<file path="config.mk">
export PLATFORM = sky130hd
export DESIGN_NAME = pe_db
export DESIGN_NICKNAME = d
export VERILOG_FILES = /design/src/rtl/pe_db.sv
export SDC_FILE = /design/constraint.sdc
export NUM_CORES = 1
export LEC_CHECK = 0
export BUFFER_PORTS_ARGS = -buffer_cell sky130_fd_sc_hd__buf_2
export CAP_MARGIN = 40
export CORE_ASPECT_RATIO = 0.6
export CORE_MARGIN = 4
export CORE_UTILIZATION = 45
export DETAILED_ROUTE_END_ITERATION = 12
export PLACE_DENSITY_LB_ADDON = 0.12
export SLEW_MARGIN = 20
export SYNTH_ARGS = -nofsm -noshare
export SYNTH_HDL_FRONTEND = slang
export SYNTH_SLANG_ARGS = --single-unit
</file>
<file path="constraint.sdc">
create_clock -name clk -period 9.2 [get_ports clk]
set_input_delay 1.84 -clock clk [delete_from_list [all_inputs] [get_ports clk]]
set_output_delay 1.84 -clock clk [all_outputs]
set_load 0.01 [all_outputs]
</file>
<file path="src/rtl/pe_db.sv">
// pe_db: systolic-array MAC cell with double-buffered weights, WS and OS dataflows
// Ports:
//   clk, rst                    clock, asynchronous active-high reset
//   mode, signed_en, sat_en     0=WS/1=OS, two's-complement enable, saturation enable
//   in_west[_valid]             activation from the west, forwarded east
//   in_north_weight             weight load chain (WS) or streamed operand (OS)
//   in_weight_load/_swap        shadow capture / shadow-to-active copy, forwarded south
//   in_north_psum[_valid]       partial sum (WS) or drain chain (OS) from above
//   in_drain                    OS: emit the accumulator south, forwarded south
//   out_*                       registered copies of the pass-through inputs and the result chain
module pe_db #(
  parameter int IN_DATA_WIDTH  = 8,
  parameter int OUT_DATA_WIDTH = 32
) (
  input  logic                      clk,
  input  logic                      rst,
  input  logic                      mode,
  input  logic                      signed_en,
  input  logic                      sat_en,
  input  logic [IN_DATA_WIDTH-1:0]  in_west,
  input  logic                      in_west_valid,
  input  logic [IN_DATA_WIDTH-1:0]  in_north_weight,
  input  logic                      in_weight_load,
  input  logic                      in_weight_swap,
  input  logic [OUT_DATA_WIDTH-1:0] in_north_psum,
  input  logic                      in_north_psum_valid,
  input  logic                      in_drain,
  output logic [IN_DATA_WIDTH-1:0]  out_east,
  output logic                      out_east_valid,
  output logic [IN_DATA_WIDTH-1:0]  out_south_weight,
  output logic                      out_weight_load,
  output logic                      out_weight_swap,
  output logic                      out_drain,
  output logic [OUT_DATA_WIDTH-1:0] out_south_psum,
  output logic                      out_south_psum_valid
);
  localparam int N = IN_DATA_WIDTH;
  localparam int O = OUT_DATA_WIDTH;
  logic [N-1:0]   shadow_w, active_w, operand;
  logic [O-1:0]   acc, addend, res;
  logic [2*N-1:0] prod;
  logic [O:0]     p_ext, sum;
  logic           mode_q, signed_q, cfg_init, cfg_chg;
  assign operand = mode ? in_north_weight : active_w;
  // Extending both operands to 2N bits makes the low 2N product bits exact for either signedness
  assign prod    = {{N{signed_en & in_west[N-1]}}, in_west} * {{N{signed_en & operand[N-1]}}, operand};
  assign p_ext   = {{(O + 1 - 2 * N){signed_en & prod[2*N-1]}}, prod};
  assign addend  = mode ? acc : in_north_psum;
  assign sum     = p_ext + {signed_en & addend[O-1], addend};
  // Signed overflow shows as disagreement of the top two bits; sum[O] then picks min or max
  assign res     = !sat_en ? sum[O-1:0] :
                   signed_en ? ((sum[O] ^ sum[O-1]) ? {sum[O], {(O - 1){~sum[O]}}} : sum[O-1:0]) :
                   (sum[O] ? '1 : sum[O-1:0]);
  // cfg_init suppresses a spurious change detection on the first edge after reset
  assign cfg_chg = cfg_init & ((mode ^ mode_q) | (signed_en ^ signed_q));
  always_ff @(posedge clk or posedge rst) begin
    if (rst) begin
      shadow_w             <= '0;
      active_w             <= '0;
      acc                  <= '0;
      mode_q               <= 1'b0;
      signed_q             <= 1'b0;
      cfg_init             <= 1'b0;
      out_east             <= '0;
      out_east_valid       <= 1'b0;
      out_south_weight     <= '0;
      out_weight_load      <= 1'b0;
      out_weight_swap      <= 1'b0;
      out_drain            <= 1'b0;
      out_south_psum       <= '0;
      out_south_psum_valid <= 1'b0;
    end else begin
      out_east         <= in_west;
      out_east_valid   <= in_west_valid;
      out_south_weight <= in_north_weight;
      out_weight_load  <= in_weight_load;
      out_weight_swap  <= in_weight_swap;
      out_drain        <= in_drain;
      mode_q           <= mode;
      signed_q         <= signed_en;
      cfg_init         <= 1'b1;
      if (in_weight_load) shadow_w <= in_north_weight;
      if (in_weight_swap) active_w <= shadow_w;
      if (cfg_chg) begin
        acc                  <= '0;
        out_south_psum_valid <= 1'b0;
      end else if (!mode) begin
        acc                  <= '0;
        out_south_psum       <= in_west_valid ? res : out_south_psum;
        out_south_psum_valid <= in_west_valid;
      end else if (in_drain) begin
        // Draining restarts the accumulator with this cycle's product so tiles run back to back
        out_south_psum       <= acc;
        out_south_psum_valid <= 1'b1;
        acc                  <= in_west_valid ? p_ext[O-1:0] : '0;
      end else begin
        out_south_psum       <= in_north_psum;
        out_south_psum_valid <= in_north_psum_valid;
        acc                  <= in_west_valid ? res : acc;
      end
    end
  end
endmodule

</file>
## After elaboration in Yosys (flattened, before gate mapping)

Cells that the tools add are included.

| storage, ports and cells | value |
|---|---|
| register bits after elaboration | 104 |
| bits in latches | 0 |
| bits in writable memories | 0 |
| bits in read-only memories | 0 |
| input port bits | 58 |
| output and inout bits | 53 |
| word-level logic and storage cells | 46 |
| memories kept | 0 |

| cells by class | value |
|---|---|
| $add $sub $neg | 1 |
| $mul | 1 |
| divide/modulo/power cells | 0 |
| $lt $le $gt $ge | 0 |
| equality and inequality tests | 1 |
| shift operators | 0 |
| mux-type cells | 16 |
| bitwise gates (word level) | 11 |
| reduce and logical (&&, ||, !) cells | 2 |

Operators by type and width:

| operator | number |
|---|---|
| 32-bit 2-to-1 mux | 12 |
| 33-bit adder | 1 |
| 9-bit by 9-bit multiplier with 16-bit output | 1 |
| 8-bit 2-to-1 mux | 1 |
| 1-bit AND | 5 |
| 4-bit by 1-bit inequality test with 1-bit output (second input constant) | 1 |
| 1-bit 2-to-1 mux | 3 |
| 1-bit bitwise XOR | 3 |
| 1-bit NOT | 2 |
| 2-bit AND reduction | 1 |
| 2-bit nonzero test | 1 |
| 1-bit OR | 1 |

## Longest topological paths before layout

Gate-level depths: netlist of run 1.

| logic depth | value |
|---|---|
| depth in word-level cells | 13 |
| depth in mapped cells | 40 |
| depth with buffers taken out | 34 |

## Worst setup path before layout of run 1

No wires, ideal clock.

| path | value |
|---|---|
| kind | input -> register |
| start point | in mode |
| end point | reg acc[10] |
| setup time | 96 ps |
| data arrival time | 10,695 ps |
| data required time | 9,104 ps |
| path slack | -1,590 ps |
| cell stages on the path | 35 |
| path buffers | 7 |
| cells stage by stage | buf_6 clkbuf_1 buf_1 buf_1 mux2_2 nand2_1 fa_1 inv_1 fa_1 fa_1 fa_1 inv_1 fa_1 inv_1 ha_1 o21a_1 o31a_1 o2111ai_1 nand3_1 mux2_4 inv_2 buf_2 buf_1 ha_1 a21oi_1 nor2_1 nand4_1 a32oi_1 o22a_1 a211o_1 or3_4 o31ai_4 buf_6 a211oi_1 nor4_2 |

| on the way | value |
|---|---|
| cells in the longest elaborated chain, start to end | 13 |
| elaborated cells between the ends (all ways) | 22 |
| classes of those cells | add/sub (1); mul (1); eq/ne (1); mux (11); bitwise (8) |

RTL lines:

| element | line | RTL |
|---|---|---|
| start: declaration | 17 | `input logic mode,` |
| 8-bit 2-to-1 mux | 44 | `assign operand = mode ? in_north_weight : active_w;` |
| 1-bit AND | 46 | `assign prod = {{N{signed_en & in_west[N-1]}}, in_west} * {{N{signed_en & operand[N-1]}}, operand};` |
| 9-bit by 9-bit multiplier with 16-bit output | 46 |  |
| 1-bit AND | 47 | `assign p_ext = {{(O + 1 - 2 * N){signed_en & prod[2*N-1]}}, prod};` |
| 33-bit adder | 49 | `assign sum = p_ext + {signed_en & addend[O-1], addend};` |
| 1-bit bitwise XOR / 1-bit NOT (equally long branches) | 52 | `signed_en ? ((sum[O] ^ sum[O-1]) ? {sum[O], {(O - 1){~sum[O]}}} : sum[O-1:0]) :` |
| 32-bit 2-to-1 mux (2 in series) | 52 |  |
| 32-bit 2-to-1 mux | 51 | `assign res = !sat_en ? sum[O-1:0] :` |
| 32-bit 2-to-1 mux | 99 | `acc <= in_west_valid ? res : acc;` |
| 32-bit 2-to-1 mux | 91 | `end else if (in_drain) begin` |
| 32-bit 2-to-1 mux | 87 | `end else if (!mode) begin` |
| 32-bit 2-to-1 mux | 84 | `if (cfg_chg) begin` |
| end signal: assignment | 95 | `acc <= in_west_valid ? p_ext[O-1:0] : '0;` |
| end signal: assignment | 99 |  |
| end: declaration | 40 | `logic [O-1:0] acc, addend, res;` |

Parallel ways exist; a longest one is shown, timed or not. The select of a mux whose other input is x is not followed.
A chain may end at the register's enable or synchronous reset.

## Worst setup path in the final report of run 1

| path | value |
|---|---|
| start point | in mode |
| end point | reg out_south_psum[0] |

| on the way | value |
|---|---|
| cells in the longest elaborated chain, start to end | 11 |
| elaborated cells between the ends (all ways) | 21 |
| classes of those cells | add/sub (1); mul (1); mux (8); bitwise (9); reduce/logical (2) |

RTL lines:

| element | line | RTL |
|---|---|---|
| 8-bit 2-to-1 mux | 44 |  |
| 1-bit AND | 46 |  |
| 9-bit by 9-bit multiplier with 16-bit output | 46 |  |
| 1-bit AND | 47 |  |
| 33-bit adder | 49 |  |
| 1-bit bitwise XOR / 1-bit NOT (equally long branches) | 52 |  |
| 32-bit 2-to-1 mux (2 in series) | 52 |  |
| 32-bit 2-to-1 mux | 51 |  |
| 32-bit 2-to-1 mux | 89 | `out_south_psum <= in_west_valid ? res : out_south_psum;` |
| 32-bit 2-to-1 mux | 87 |  |
| end signal: assignment | 89 |  |
| end signal: assignment | 97 | `out_south_psum <= in_north_psum;` |
| end: declaration | 34 | `output logic [OUT_DATA_WIDTH-1:0] out_south_psum,` |

Parallel ways exist; a longest one is shown, timed or not. The select of a mux whose other input is x is not followed.

==> results of run 1 <==
[cell families after synthesis]
family | Yosys count | share of synthesized area
other | 1 | 0.000375
adder cells (fa/ha/maj) | 123 | 0.202
multiplexers | 90 | 0.101
buffers and inverters | 155 | 0.0632
XOR/XNOR | 49 | 0.0456
AND/OR/NAND/NOR | 290 | 0.137
AO/OA/AOI/OAI | 298 | 0.191
flip-flops | 104 | 0.260
[per-stage QoR]
step	instances	cell area, um^2	TNS, ns	util
2_1_floorplan	1110	10300	-0.325	-
3_3_place_gp	1575	11800	-6.99	0.551
3_5_place_dp	1577	11900	-12.63	0.553
4_1_cts	1593	12200	0	0.567
5_1_grt	1602	12500	-0.965	0.583
6_report	1602	12500	0	0.583
[cells in the mapped netlist (all sizes together), types with 32 or more instances]
cell / instances / share of area
nand2: 109 / 0.041
dfrtp: 104 / 0.26
inv: 103 / 0.039
a21oi: 89 / 0.045
o21ai: 88 / 0.044
mux2: 71 / 0.080
fa: 64 / 0.13
nor2: 61 / 0.023
ha: 58 / 0.073
xnor2: 40 / 0.038
clkbuf: 35 / 0.013
nor2b: 32 / 0.020
[metal layers]
layer,routed length (um),vias to the layer above,track usage,share of wire
met2,11400,371,0.314,0.37
li1,-,4288,-,-
met3,3000,28,0.0645,0.097
met4,416,0,0.0490,0.013
met1,16300,4326,0.420,0.52
met5,0,-,0,0
[area by class of cell]
| type | instances | area, um^2 |
|---|---|---|
| flip-flops and latches | 104 | 2600 |
| fillers | 1923 | 8940 |
| multi-input cells | 851 | 7110 |
| clock inverters | 7 | 86.3 |
| clock buffers | 9 | 225 |
| inverters | 103 | 402 |
| repair buffers | 249 | 1730 |
| well taps | 279 | 349 |
[registers in the layout, indices dropped and copies added (netlist names)]
name	flops
signed_q	1
out_weight_load	1
out_south_psum	32
out_east_valid	1
cfg_init	1
out_east	8
active_w	8
acc	32
shadow_w	8
out_weight_swap	1
out_drain	1
out_south_weight	8
out_south_psum_valid	1
mode_q	1
[how the worst min path moves through the flow]
stage	start	endpoint	slack, ns	depth (start not counted)
3_5_place_dp	out_south_psum[10]	out_south_psum[10]	0.47	2
5_1_grt	out_south_psum[13]	out_south_psum[13]	0.52	2
3_3_place_gp	out_south_psum[31]	out_south_psum[31]	0.45	2
4_1_cts	out_south_psum[25]	out_south_psum[25]	0.49	2
2_1_floorplan	acc[0]	acc[0]	0.46	2
6_report	out_south_psum[31]	out_south_psum[31]	0.48	2
[repair_timing]
| item | 4_1_cts | 5_1_grt |
|---|---|---|
| hold buffers | 0 | 0 |
| gates resized for setup | 0 | 67 |
| setup buffers | 0 | 5 |
| setup endpoints to repair | 0 | 62 |
[cell usage in the layout, fill, tap and decap left out, drive strengths merged, types with 19 or more instances in the layout]
master  Yosys  layout
buf        17     246
nand2     109     109
dfrtp     104     104
inv       103     104
a21oi      89      89
o21ai      88      88
mux2       71      71
fa         64      64
nor2       61      61
ha         58      58
xnor2      40      40
nor2b      32      32
a211oi     25      25
nand3      21      21
nor3       21      21
mux2i      19      19
[worst max-delay path: cells and delay by family]
family	cells	cell delay, ns
multiplexers	1	0.25
AND/OR/NAND/NOR	5	0.79
buffers and inverters	9	0.94
XOR/XNOR	1	0.25
adder cells (fa/ha/maj)	7	2.99
AO/OA/AOI/OAI	12	2.19
==> summary.txt, run 1 <==
Synth
  – Asr flop ratio synth: 1.00
  – Most used DFF post-synth: dfrtp_1
  – Post-synth EDFFs: 0
  – Sequential area share after synthesis: 0.260
  – Yosys warns: 0
  – Synthesized flop and latch total: 104
  – Synthesized area per cell: around 9 um^2
  – Syn Inst Count: 1,110
  – Synth cell types: 75
  – Mapped Area: approximately 0.010 mm^2
  – Synthesized Nets: between 1k and 1.5k

Global route
  – First-pass GRT wire length: 49,200 um
  – GRT Util Overall: 0.251
  – Grt ovf: 0
  – Pin count of the biggest net entering global routing: 63
  – Initial antenna violation count: 0
  – Vias in the first global route: 8,601

Clock network
  – Clock transition at path regs: 0.08 ns
  – CTS Sinks: 104
  – CTS root buf: clkbuf_16
  – CTS buffer count: 9
  – Clk Latency, worst-skew pair: 0.38 ns
  – CTS Buffer Depth: 2
  – H-tree depth: 3
  – CTS tree: built

Timing
  – Skew final: approximately 0.014 ns
  – Worst slew pin tran: 0.872 ns
  – Final Hold Fails: 0
  – Hold slack: a little under 0.5 ns
  – Fin crit share: 0.973
  – Pins over their slew limit: 0
  – Peak Freq: 0.112 GHz
  – Post-route setup slack: approximately 0.25 ns
  – Slew margin rel.: 0.418
  – Final setup fails: 0
  – Minimum clock period: around 8.9 ns

Die
  – Initial Utilization: 0.466
  – Chip width: between 200 and 250 um
  – IO Pins: around 110
  – Die Y-Extent: 123 um
  – Die area: 0.0247 mm^2
  – Core area: 0.0214 mm^2
  – FP Rows: between 40 and 50

Cells and area
  – ANT cells: 0
  – Nets: 1,498
  – Proportion of layout cells with a drive suffix above 1: 0.313
  – Area Overhead vs Synth: 25.1%

Critical path
  – Most used cell, CP: fa_1
  – Critical Path RT: 9.50 ns
  – CP Capture Type: flip-flop
  – R2R depth: 33
  – Reg2reg setup slack: 1.61 ns
  – R2r startpoint: active_w[5]
  – Crit path max-delay cell type: fa_1
  – Critical Path AT: 9.25 ns
  – R2r endpoint: out_south_psum[0]
  – Crit-path max FO: 8
  – CP Capture Point: out_south_psum[0]
  – Launch point of the worst path: mode
  – CP Launch Type: input pin
  – Critical path's largest stage delay: between 0.5 and 0.6 ns
  – CP Class: input pin to flip-flop

Routing
  – Routed len/inst: roughly 19 um
  – DR vias: around 9.0k
  – Drt pass-1 iters: 5
  – Initial detailed-routing violation count: 857
  – ANT nets after route: 0
  – DR DRC count: 0
  – Aggregate routed wire length: slightly above 30,000 um
  – Via-per-instance ratio: roughly 5.6

Place
  – Routability cong.: ~0.94
  – Hpwl dp: 23,400 um
  – Port Buffers: 110
  – Place WS: -0.345 ns

Job
  – Max Cap Viol: 0

Run status
  – Status: finished, final reports clean

Worst hold path
  – Hold Crit Class: flip-flop to flip-flop
Power of run 1 is left out: the tool's default activity adds up to more than one toggle a clock period on the data nets, which glitch-free logic cannot reach.
==> run 2: changes to the inputs <==
--- a/config.mk
+++ b/config.mk
@@ -7,7 +7,6 @@
 export LEC_CHECK = 0
 export BUFFER_PORTS_ARGS = -buffer_cell sky130_fd_sc_hd__buf_2
 export CAP_MARGIN = 40
-export CORE_ASPECT_RATIO = 0.6
 export CORE_MARGIN = 4
 export CORE_UTILIZATION = 45
 export DETAILED_ROUTE_END_ITERATION = 12
==> summary.txt, run 2 (synthesis gave the netlist of run 1 again) <==
Critical path
  – Reg2reg setup slack: 1.68 ns
  – Most used cell, CP: fa_1
  – Critical Path AT: 9.21 ns
  – Crit-path max FO: 8
  – R2r startpoint: active_w[3]
  – R2R depth: 36
  – Critical path's largest stage delay: just over 0.5 ns
  – CP Class: input pin to flip-flop
  – CP Launch Type: input pin
  – Cell family with most CP delay: adder cells
  – Crit path max-delay cell type: fa_1
  – R2r endpoint: out_south_psum[13]
  – Worst path bufs/invs: 9
  – Critical Path RT: 9.48 ns
  – CP Capture Type: flip-flop

Place
  – Dpl cells: approximately 1.6k
  – Hpwl dp: 21,300 um
  – Place WS: -0.289 ns
  – Port Buffers: 110
  – Routability cong.: 0.894

Cells and area
  – Most common cell after layout, fill and taps aside: buf_2
  – Area of the multi-input gates: roughly 0.0070 mm^2
  – Final Non-Filler Cells: 1,584
  – Filler cells: 1,993
  – Biggest regs: acc: 32 flops, out_south_psum: 32 flops
  – Most frequent cells in the layout: buf_2 (109), nand2_1 (108), buf_4 (106)
  – Proportion of layout cells with a drive suffix above 1: 0.294
  – Nets: around 1.5k
  – Reg area: 0.00260 mm^2
  – ANT cells: 0
  – Area Overhead vs Synth: 23.4%

Global route
  – Vias in the first global route: 8,885
  – GRT Util Overall: 0.234
  – Initial antenna violation count: 0
  – Grt ovf: 0
  – Pin count of the biggest net entering global routing: 63
  – First-pass GRT wire length: 46,700 um

Timing
  – Pins over their slew limit: 0
  – Hold slack: 0.482 ns
  – Post-route setup slack: 0.272 ns
  – Minimum clock period: ~8.9 ns
  – Worst slew pin tran: between 0.8 and 0.9 ns
  – Skew final: 0.0158 ns
  – Final Hold Fails: 0
  – Final setup fails: 0
  – Sum Neg Setup Slack: 0 ns
  – Slew margin rel.: 0.425
  – Peak Freq: 0.112 GHz
  – Fin crit share: 0.970

Job
  – Max Cap Viol: 0

Clock network
  – CTS buffer count: 9
  – H-tree depth: 3
  – CTS Sinks: 104
  – Clk Latency, worst-skew pair: 0.37 ns
  – Clock transition at path regs: roughly 0.090 ns
  – CTS root buf: clkbuf_16
  – CTS Buffer Depth: 2
  – CTS tree: built

Routing
  – ANT nets after route: 0
  – Via-per-instance ratio: 5.52
  – DR DRC count: 0
  – Drt pass-1 iters: 5
  – Routed len/inst: 17.9 um
  – Initial detailed-routing violation count: between 500 and 600
  – Aggregate routed wire length: 28,400 um
  – DR vias: between 8k and 9k

Run status
  – Status: finished, final reports clean

Die
  – FP Rows: between 50 and 60
  – Initial Utilization: 0.458
  – Core area: 0.0218 mm^2
  – Die Y-Extent: approximately 160 um
  – Die area: 0.0247 mm^2
  – IO Pins: roughly 110
  – Chip width: 157 um

Worst hold path
  – Hold Crit Class: flip-flop to flip-flop
  – Worst Hold End: out_south_psum[31]
  – HP Start: out_south_psum[31]
  – Min-Delay Path Depth: 2
-- run 2: cell count changes in the layout (fill, tap and decap cells not counted), sizes merged --
cell / previous run / this run
buf: 246 / 227
clkinv: 6 / 3
inv: 104 / 106
bufinv: 0 / 1
-- run 2: cell type report --
class | instances | share of cell area
tap | 280 | 0.0284
clock inverter | 7 | 0.00811
sequential | 104 | 0.211
multi-input combinational | 851 | 0.570
inverter | 103 | 0.0319
timing repair buffer | 230 | 0.132
clock buffer | 9 | 0.0183
-- run 2: worst max path at each step --
stage,from,to,cells after the start
3_5_place_dp,mode,acc[0],35
3_3_place_gp,mode,acc[0],36
5_1_grt,mode,out_south_psum[14],37
4_1_cts,mode,acc[0],35
6_report,mode,out_south_psum[13],37
2_1_floorplan,mode,acc[10],34
-- run 2: worst reg2reg max path, delay by kind of cell (launching register included) --
kind                       cells  cell delay (ns)
adders and majority gates      7             3.05
AOI/OAI and AO/OA             15             2.34
buffers and inverters          8             0.70
and+or+nand+nor                4             0.63
DFF                            1             0.41
muxes                          1             0.16
xor gates and xnor gates       1             0.16
-- run 2: timing repair --
action | CTS | global route
gates resized for setup | 0 | 43
hold buffers | 0 | 0
buffers inserted | 0 | 5
setup endpoints to repair | 0 | 63
-- run 2: per-stage QoR --
stage	util	area (um^2)
floorplan	-	10300
global placement	0.537	11700
detailed placement	0.540	11800
CTS	0.555	12100
global route	0.565	12300
finish	0.565	12300
-- run 2: per-layer routing --
layer  vias up  track usage  share of wire
li1       4239            -              -
met1      4193        0.338           0.47
met2       282        0.382           0.45
met3        26       0.0385          0.068
met4         0       0.0373          0.012
met5         -            0              0
Power of run 2 is left out for the same reason.
==> run 3: changes to the inputs <==
--- a/config.mk
+++ b/config.mk
@@ -5,12 +5,12 @@
 export SDC_FILE = /design/constraint.sdc
 export NUM_CORES = 1
 export LEC_CHECK = 0
+export ABC_AREA = 1
 export BUFFER_PORTS_ARGS = -buffer_cell sky130_fd_sc_hd__buf_2
 export CAP_MARGIN = 40
 export CORE_MARGIN = 4
 export CORE_UTILIZATION = 45
 export DETAILED_ROUTE_END_ITERATION = 12
-export PLACE_DENSITY_LB_ADDON = 0.12
 export SLEW_MARGIN = 20
 export SYNTH_ARGS = -nofsm -noshare
 export SYNTH_HDL_FRONTEND = slang
==> summary.txt, run 3 <==
Timing
  – Pins over their slew limit: 0
  – Worst slew pin tran: between 0.6 and 0.7 ns
  – Final setup fails: 0
  – Final Hold Fails: 0
  – Minimum clock period: roughly 8.7 ns
  – Skew final: 0.0158 ns
  – Post-route setup slack: 0.491 ns
  – Slew margin rel.: 0.571
  – Peak Freq: 0.115 GHz
  – Fin crit share: 0.947

Routing
  – Aggregate routed wire length: 29,000 um
  – Via-per-instance ratio: 5.06
  – DR DRC count: 0
  – ANT nets after route: 0
  – Initial detailed-routing violation count: roughly 680
  – Routed len/inst: 15.8 um
  – DR vias: 9,303
  – Drt pass-1 iters: 5

Synth
  – Mapped Area: 0.00990 mm^2
  – Synthesized area per cell: 6.90 um^2
  – Synth cell types: 42
  – Synth top area cells: dfrtp_1 (26%), nand2_1 (19%), fa_1 (13%), ha_1 (7.3%), inv_1 (6.9%)
  – Syn Inst Count: between 1k and 1.5k
  – Post-synth top area share: 0.263
  – Yosys warns: 0
  – Sequential area share after synthesis: 0.263
  – Asr flop ratio synth: 1.00
  – Most used DFF post-synth: dfrtp_1
  – Top-count cell post-synth: nand2_1
  – Synthesized Nets: 1,615
  – Most frequent cells after synthesis: nand2_1 (506), inv_1 (182), nor2_1 (171), dfrtp_1 (104), a21oi_1 (98)
  – Post-synth top area cell: dfrtp_1
  – Post-synth EDFFs: 0
  – Synthesized flop and latch total: 104

Die
  – Die area: 0.0244 mm^2
  – Initial Utilization: 0.455
  – Core area: 0.0218 mm^2
  – FP Rows: 54
  – IO Pins: 111
  – Die Y-Extent: 156 um
  – Chip width: 156 um

Critical path
  – CP Class: input pin to flip-flop
  – Critical Path AT: 8.96 ns
  – CP Capture Type: flip-flop
  – CP Launch Type: input pin
  – Crit path max-delay cell type: fa_1
  – Crit-path max FO: 5
  – R2R depth: 40
  – Critical path's largest stage delay: around 0.62 ns
  – Launch point of the worst path: mode
  – Critical Path RT: 9.45 ns
  – Most used cell, CP: nand2_1
  – R2r startpoint: active_w[2]

Cells and area
  – Area Overhead vs Synth: 14.8%
  – Most frequent cells in the layout: nand2_1 (506), inv_1 (180), nor2_1 (167)
  – Proportion of layout cells with a drive suffix above 1: 0.146
  – Biggest regs: acc: 32 flops, out_south_psum: 32 flops
  – Nets: around 1.7k
  – Most common cell after layout, fill and taps aside: nand2_1
  – ANT cells: 0

Place
  – Routability cong.: ~0.96
  – Place WS: -0.0814 ns
  – Port Buffers: 110
  – Hpwl dp: 22,000 um

Clock network
  – Clock transition at path regs: about 0.08 ns
  – CTS tree: built
  – CTS root buf: clkbuf_16
  – Clk Latency, worst-skew pair: around 0.37 ns
  – CTS Buffer Depth: 2
  – CTS buffer count: 9
  – CTS Sinks: 104
  – Post-CTS Hold Fix Bufs: 0
  – H-tree depth: 3

Global route
  – GRT Util Overall: 0.240
  – Vias in the first global route: 9,103
  – First-pass GRT wire length: about 47,000 um
  – Pin count of the biggest net entering global routing: 59
  – Initial antenna violation count: 0
  – Grt ovf: 0

Run status
  – Status: finished, final reports clean

Worst hold path
  – Hold Crit Class: flip-flop to flip-flop
  – Min-Delay Path Depth: 2
  – HP Start: acc[23]

Job
  – Max Cap Viol: 0
## run 3: cell types whose count changed after synthesis, moves of 15 or more
cell / previous run / this run
mux2_2: 70 / 0
nand3_1: 21 / 36
mux2i_1: 18 / 3
nor2_1: 60 / 171
inv_1: 102 / 182
o21ai_0: 74 / 42
nand2_1: 109 / 506
xnor2_1: 38 / 14
nor2b_1: 32 / 1
a21o_1: 16 / 1
nor3_1: 21 / 5
a211oi_1: 25 / 1
## run 3: final timing paths
check	end	slack (ns)
min in group asynchronous	out_south_weight[3]	1.33
max in group asynchronous	mode_q	6.71
setup / recovery	acc[29]	0.49
setup reg to reg	acc[29]	1.84
hold reg to reg	acc[23]	0.48
hold / removal	acc[23]	0.48
## run 3: cell type report
| cell class | count | area (um^2) |
|---|---|---|
| Multi-Input combinational cell | 1097 | 6470 |
| Inverter | 186 | 701 |
| Clock inverter | 6 | 50.0 |
| Tap cell | 280 | 350 |
| Fill cell | 2200 | 10400 |
| Timing Repair Buffer | 155 | 950 |
| Clock buffer | 10 | 239 |
| Sequential cell | 104 | 2600 |
## run 3: per-stage QoR
| stage | utilization | TNS, ns | cells | hold WS (ns) | cell area, um^2 |
|---|---|---|---|---|---|
| 2_1_floorplan | - | 0 | 1435 | 0.449 | 9910 |
| 3_3_place_gp | 0.503 | 0 | 1818 | 0.462 | 10900 |
| 3_5_place_dp | 0.503 | -1.62 | 1818 | 0.465 | 10900 |
| 4_1_cts | 0.516 | 0 | 1834 | 0.485 | 11200 |
| 5_1_grt | 0.522 | -0.0319 | 1838 | 0.500 | 11400 |
| 6_report | 0.522 | 0 | 1838 | 0.481 | 11400 |
## run 3: metal layers
metal | track usage | share of wire | vias up
met5 | 0 | 0 | -
met4 | 0.0471 | 0.013 | 0
met3 | 0.0282 | 0.048 | 28
met2 | 0.407 | 0.47 | 213
met1 | 0.335 | 0.46 | 4389
li1 | - | - | 4673
## run 3: what timing repair did
action,CTS,global route
endpoints found under the setup margin,0,63
resized for setup,0,23
buffers inserted,0,3
## run 3: cells by family (layout without fill, tap and decap cells)
kind of cell / after synthesis / count (layout) / synth area share
muxes: 3 / 3 / 0.00303
buffers and inverters: 234 / 357 / 0.0944
AOI/OAI and AO/OA: 178 / 178 / 0.0992
and+or+nand+nor: 756 / 756 / 0.305
DFF: 104 / 104 / 0.263
other: 1 / 1 / 0.000379
adders and majority gates: 122 / 122 / 0.203
xor gates and xnor gates: 37 / 37 / 0.0327
## run 3: worst max-delay path, delay by kind of cell
family	cells	cell delay, ns
simple gates	27	2.79
buf+inv	6	0.59
fa+ha+maj	7	3.10
compound gates	3	0.64
Power of run 3 is left out for the same reason.
